[src/rtl/text_console_writer.sv]
// Byte-stream to character-RAM writer: tracks a cursor, interprets control
// codes and clears lines or the whole screen with SPACE.
module text_console_writer #(
    parameter int unsigned COLS  = 16,
    parameter int unsigned ROWS  = 8,
    parameter int unsigned COL_W = 4,
    parameter int unsigned ROW_W = 3,
    parameter logic [7:0]  SPACE = 8'h20
) (
    input  logic                   clk,
    input  logic                   rst,
    input  logic [7:0]             in_data,
    input  logic                   in_valid,
    output logic                   in_ready,
    output logic                   wr_en,
    output logic [ROW_W+COL_W-1:0] waddr,
    output logic [7:0]             wdata,
    output logic [COL_W-1:0]       cursor_x,
    output logic [ROW_W-1:0]       cursor_y,
    output logic                   busy
);

    localparam int unsigned AW = ROW_W + COL_W;

    typedef enum logic [1:0] {
        S_INIT_CLR,
        S_IDLE,
        S_LINE_CLR,
        S_FULL_CLR
    } state_t;

    state_t           r_state, w_state_nxt;
    logic [AW-1:0]    r_clr_cnt, w_clr_cnt_nxt;
    logic             r_wr_en, w_wr_en_nxt;
    logic [AW-1:0]    r_waddr, w_waddr_nxt;
    logic [7:0]       r_wdata, w_wdata_nxt;
    logic [COL_W-1:0] r_cx, w_cx_nxt;
    logic [ROW_W-1:0] r_cy, w_cy_nxt;
    logic             w_accept;
    logic             w_full_done;
    logic             w_line_done;

    assign w_accept    = in_valid && (r_state == S_IDLE);
    assign w_full_done = (r_clr_cnt == AW'(ROWS * COLS - 1));
    assign w_line_done = (r_clr_cnt[COL_W-1:0] == COL_W'(COLS - 1));

    always_ff @(posedge clk or posedge rst) begin
        if (rst) begin
            r_state   <= S_INIT_CLR;
            r_clr_cnt <= '0;
            r_wr_en   <= 1'b0;
            r_waddr   <= '0;
            r_wdata   <= '0;
            r_cx      <= '0;
            r_cy      <= '0;
        end else begin
            r_state   <= w_state_nxt;
            r_clr_cnt <= w_clr_cnt_nxt;
            r_wr_en   <= w_wr_en_nxt;
            r_waddr   <= w_waddr_nxt;
            r_wdata   <= w_wdata_nxt;
            r_cx      <= w_cx_nxt;
            r_cy      <= w_cy_nxt;
        end
    end

    always_comb begin
        w_state_nxt   = r_state;
        w_clr_cnt_nxt = r_clr_cnt;
        w_wr_en_nxt   = 1'b0;
        w_waddr_nxt   = r_waddr;
        w_wdata_nxt   = r_wdata;
        w_cx_nxt      = r_cx;
        w_cy_nxt      = r_cy;

        unique case (r_state)
            S_INIT_CLR, S_FULL_CLR: begin
                w_wr_en_nxt = 1'b1;
                w_waddr_nxt = r_clr_cnt;
                w_wdata_nxt = SPACE;
                if (w_full_done) begin
                    w_clr_cnt_nxt = '0;
                    w_state_nxt   = S_IDLE;
                end else begin
                    w_clr_cnt_nxt = r_clr_cnt + AW'(1);
                end
            end

            S_LINE_CLR: begin
                w_wr_en_nxt = 1'b1;
                w_waddr_nxt = {r_cy, r_clr_cnt[COL_W-1:0]};
                w_wdata_nxt = SPACE;
                if (w_line_done) begin
                    w_clr_cnt_nxt = '0;
                    w_state_nxt   = S_IDLE;
                end else begin
                    w_clr_cnt_nxt = r_clr_cnt + AW'(1);
                end
            end

            S_IDLE: begin
                if (w_accept) begin
                    if (in_data >= 8'h20) begin
                        w_wr_en_nxt = 1'b1;
                        w_waddr_nxt = {r_cy, r_cx};
                        w_wdata_nxt = in_data;
                        if (r_cx != COL_W'(COLS - 1)) begin
                            w_cx_nxt = r_cx + COL_W'(1);
                        end else begin
                            w_cx_nxt    = '0;
                            w_cy_nxt    = r_cy + ROW_W'(1);
                            w_state_nxt = S_LINE_CLR;
                        end
                    end else begin
                        case (in_data)
                            8'h0A: begin
                                w_cx_nxt    = '0;
                                w_cy_nxt    = r_cy + ROW_W'(1);
                                w_state_nxt = S_LINE_CLR;
                            end
                            8'h0D: w_cx_nxt = '0;
                            8'h08: begin
                                if (r_cx != '0) begin
                                    w_cx_nxt = r_cx - COL_W'(1);
                                end
                            end
                            8'h0C: begin
                                w_cx_nxt    = '0;
                                w_cy_nxt    = '0;
                                w_state_nxt = S_FULL_CLR;
                            end
                            default: ;
                        endcase
                    end
                end
            end

            default: w_state_nxt = S_INIT_CLR;
        endcase
    end

    assign in_ready = (r_state == S_IDLE);
    assign busy     = !in_ready;
    assign wr_en    = r_wr_en;
    assign waddr    = r_waddr;
    assign wdata    = r_wdata;
    assign cursor_x = r_cx;
    assign cursor_y = r_cy;

endmodule
[config.mk]
export PLATFORM = sky130hd
export DESIGN_NAME = text_console_writer
export DESIGN_NICKNAME = d
export VERILOG_FILES = /design/src/rtl/text_console_writer.sv
export SDC_FILE = /design/constraint.sdc
export NUM_CORES = 1
export LEC_CHECK = 0
export ABC_AREA = 1
export CORE_MARGIN = 1
export CORE_UTILIZATION = 30
export DETAILED_ROUTE_END_ITERATION = 8
export HOLD_SLACK_MARGIN = 0.03
export SLEW_MARGIN = 10
export SYNTH_ARGS = -nofsm -noshare
export SYNTH_HDL_FRONTEND = slang
export SYNTH_SLANG_ARGS = --single-unit
[constraint.sdc]
create_clock -name clk -period 3 [get_ports clk]
set_clock_uncertainty 0.1 [all_clocks]
set_input_delay 0.6 -clock clk [delete_from_list [all_inputs] [get_ports clk]]
set_output_delay 0.6 -clock clk [all_outputs]
set_load 0.03 [all_outputs]
# After elaboration in Yosys (flattened, before gate mapping)
# Cells that the tools add are included.
# classes
n_addsub	4
magnitude_cmp	1
eq_ne	18
muxes	26
n_reduce_logical	14
# ops
op	count
equality test 8 x 4 -> 1 bit (second input constant)	4
2-to-1 mux 7 bit	4
case mux 7 bit (3 select lines)	1
2-to-1 mux 8 bit	2
case mux 8 bit (2 select lines)	1
case mux 7 bit (2 select lines)	1
2-to-1 mux 4 bit	3
2-to-1 mux 2 bit	5
>= comparator 8 x 6 -> 1 bit (second input constant)	1
case mux 4 bit (2 select lines)	1
AND reduction 4 bit	2
adder 7 x 1 -> 7 bit (second input constant)	1
equality test 7 bit (second input constant)	1
2-to-1 mux 3 bit	2
!= test 2 bit (second input constant)	3
!= test 3 bit (second input constant)	2
case mux 2 bit (3 select lines)	1
case mux 3 bit (2 select lines)	1
nonzero test 3 bit	2
OR reduction 3 bit	2
AND reduction 5 bit	1
adder 4 x 1 -> 4 bit (second input constant)	1
equality test 2 bit (second input constant)	2
equality test 4 bit (second input constant)	1
16 further kinds	18
# word_totals
regBits	32
word_cells	70

# Longest topological paths before layout
# depth
depth_word	5
mapped_depth	10

# Least setup slack after synthesis
# OpenSTA, ideal clock, no wires.
# synth_path
path_kind	reg2reg
start	reg r_state[1]
end	reg r_waddr[0] (netlist: waddr[0])
setup_ns	0.125
arrival_ns	1.702
setup_slack_ns	1.073
path_stages_with_launch	9
n_path_buf	1
synth_period_minus_slack_ns	1.927
cell_sequence	dfrtp_1 > inv_1 > ha_1 > nand2_1 > inv_2 > nand2_4 > nand2_4 > buf_6 > mux2_4
# synth_between
elab_chain_len	4
elab_cells_between_ends	10
classes_between	eq/ne: 5; mux: 1; reduce/logical: 4
# synth_lines
element	line_no	rtl
start: declaration	32	state_t r_state, w_state_nxt;
start signal: assignment	57	r_state <= w_state_nxt;
equality test 2 x 1 -> 1 bit (*)	n/a	
via in_ready	14	output logic in_ready,
logical AND 1 bit	43	assign w_accept = in_valid && (r_state == S_IDLE);
!= test 2 x 1 -> 1 bit (no source line)	n/a	
AND reduction 2 bit (no source line)	n/a	
end signal: assignment	60	r_waddr <= w_waddr_nxt;
end: declaration	35	logic [AW-1:0] r_waddr, w_waddr_nxt;
# Mark *: on every way through the listed nets, which the timed path passes. The rest lies on a longest branch.
# A chain may end at the register's enable or synchronous reset.

# Final worst setup path
# layout_path
start	reg r_state[0]
end	out busy
# layout_between
elab_chain_len	2
# layout_lines
element	line_no	rtl
equality test 2 x 1 -> 1 bit	142	assign in_ready = (r_state == S_IDLE);
logical NOT 1 bit	143	assign busy = !in_ready;
end: declaration	20	output logic busy
# Every way passes these cells.

==> impl_metrics.json <==
{
  "clockBufferDepth": 2,
  "grt_start_max_net_pins": 33,
  "syn_area_um2": 1808,
  "grt_pass1_wl_um": 7217,
  "power.leakage_nw": 1.149,
  "synth_top_area_cell": "dfrtp_1",
  "r2r_start": "r_state[1]",
  "cts_num_sinks": 32,
  "start_util_pct": 32.05,
  "layout-drive-gt1-share_pct": 8.487,
  "rows": 27,
  "rsz0062_at_grt": "no",
  "worstSetupEndpointType": "output pin",
  "maxCapViolations": 0,
  "dieHeight_um": 79.63,
  "worstHoldEndpoint": "waddr[3]",
  "wl_per_cell_um": 11.79,
  "chipWidth_um": 79.63,
  "pre_cts_slack_ps": 788.5,
  "worst_slack_ps": 521.5,
  "postRouteAntennaNets": 0,
  "r2r_setup_slack_ps": 910,
  "syn_area_per_cell_um2": 7.827,
  "cp_cell_sequence": "ha_1, inv_2, clkdlybuf4s50_1",
  "portBuffers": 35,
  "clock-root-buffer": "clkbuf_8",
  "hp-start": "waddr[3]",
  "coreArea_um2": 5642,
  "numCtsBuffers": 5,
  "via_per_inst": 4.662,
  "synth_top_area_share_pct": 44.29,
  "synth.distinct_cells": 25,
  "tritoncts": "built",
  "pwr_density_cell_nw_per_um2": 349.5,
  "cts_resized": 0,
  "hold_depth": 1,
  "grt_overflow": 0,
  "max_stage_delay_ps": 690,
  "cp-start-kind": "flop",
  "ctsHoldBuffers": 0,
  "drt_iter0_markers": 57,
  "antenna_found_initial": 0,
  "relSlewSlack_pct": 72.68,
  "area_growth_syn_to_layout_pct": 28.58,
  "clk_latency_ps": 290,
  "r2r-end": "waddr[2]",
  "hp-class": "flop to flop",
  "synth_seq_cells": 32,
  "period_needed_ps": 2478,
  "synth_area_leaders": "dfrtp_1, nand2_1, nand3_1",
  "final_common_cell": "nand2_1",
  "dpl_cell_area_um2": 2232,
  "grt_pass1_vias": 1503,
  "r2r_cells": 8,
  "worstMarginPinSlew_ps": 409.8,
  "fin_tns_setup_ps": 0,
  "dpl.hpwl_um": 3064,
  "cts_max_level": 2,
  "max_freq_mhz": 403.5,
  "period_share_pct": 82.62,
  "multiInputGateArea_um2": 870.8,
  "fillers": 577,
  "critical_path.max_fanout": 9,
  "ir_drop_uv": 180.6,
  "cp.required_ps": 2300,
  "final_util_pct": 41.21,
  "totalWireLength_um": 4044,
  "place_congestion": 0.8205,
  "io_pins": 36,
  "vias": 1599,
  "syn-num-nets": 250,
  "critPathSlowestCell": "clkdlybuf4s50_1",
  "layout_common_cells": "nand2_1, clkdlybuf4s50_1, dfrtp_1, nand3_1, inv_1",
  "setup_viol": 0,
  "drt_pass1_iterations": 4,
  "drcViolationCount": 0,
  "arrival_ps": 1780,
  "die_area_um2": 6341,
  "post-cts-setup-buffers": 0,
  "stdcell_area_um2": 2325,
  "drv_slew": 0,
  "clkTransAtPathRegs_ps": 80,
  "antenna_cells": 0,
  "yosysSeqAreaShare_pct": 44.29,
  "syn_inst": 231,
  "final_net_count": 289,
  "power.total_uw": 812.4,
  "hold_viol": 0,
  "critPathKind": "flop to output pin",
  "grt.total_usage_pct": 14.79,
  "outcome": "complete, no violations",
  "regArea_um2": 800.8,
  "yosys_warnings": 0
}
[flip-flops by register name (all words and copies together), names as in the netlist]
signal,count
r_clr_cnt,7
r_state,2
wdata,8
wr_en,1
cursor_x,4
waddr,7
cursor_y,3
[through the flow]
| stage | hold WS [ps] | std cells |
|---|---|---|
| floorplan | 367.5 | 231 |
| global placement | 387.9 | 335 |
| detailed placement | 397.5 | 335 |
| CTS | 411.8 | 343 |
| global route | 428.0 | 343 |
| finish | 404.8 | 343 |
[layer usage]
| metal | GRT usage (%) | part of all wire, % | routed length, um | vias up |
|---|---|---|---|---|
| li1 | - | - | - | 819 |
| met1 | 19.60 | 47 | 1904 | 741 |
| met2 | 22.99 | 47 | 1915 | 32 |
| met3 | 3.086 | 3.8 | 153 | 7 |
| met4 | 6.545 | 1.8 | 72 | 0 |
| met5 | 0 | 0 | 0 | - |
[cells by family after synthesis]
| family | after synthesis | share of synthesized area, % |
|---|---|---|
| and+or+nand+nor | 123 | 29.76 |
| buffers and inverters | 33 | 7.543 |
| DFF | 32 | 44.29 |
| AOI/OAI and AO/OA | 26 | 7.889 |
| adders and majority gates | 8 | 5.537 |
| xor gates and xnor gates | 6 | 2.907 |
| muxes | 3 | 2.076 |
[Yosys cell counts (all sizes together)]
| library cell | number |
|---|---|
| clkbuf | 1 |
| xor2 | 6 |
| nor3 | 1 |
| a21oi | 5 |
| nand3b | 1 |
| o22ai | 4 |
| nor2 | 23 |
| mux2 | 3 |
| a21o | 1 |
| ha | 8 |
| inv | 28 |
| dfrtp | 32 |
| nand4 | 3 |
| nand2 | 68 |
| nand3 | 27 |
| o21ai | 12 |
| a31oi | 4 |
| buf | 4 |
[worst max-delay path by stage]
stage                from       end  slack [ps]  depth (start not counted)
6_report       r_state[0]      busy         520                          3
5_1_grt        r_state[0]      busy         440                          3
4_1_cts        r_state[0]      busy         510                          3
3_5_place_dp   in_data[5]  waddr[2]         790                          6
3_3_place_gp   in_data[5]  waddr[3]         780                          6
2_1_floorplan  r_state[1]  waddr[0]        1070                          8
[critical path, delay by kind of cell (launching register included)]
family                   cells  cell delay [ps]
adder cells (fa/ha/maj)      1              250
buffers and inverters        2              830
flip-flops                   1              410
[where the power goes]
group | leakage (nW) | switching [mW] | internal, mW | total, mW
combinational | 0.685 | 0.0224 | 0.0171 | 0.0395
sequential | 0.412 | 0 | 0.431 | 0.431
clock | 0.0510 | 0.159 | 0.183 | 0.342
[area by class of cell]
class | count | area share, %
multi-input combinational | 166 | 37.46
sequential | 32 | 34.45
timing repair buffer | 37 | 15.72
inverter | 28 | 4.521
tap | 72 | 3.875
clock buffer | 6 | 3.552
clock inverter | 2 | 0.4306
Power figures use the tool's default switching activity.
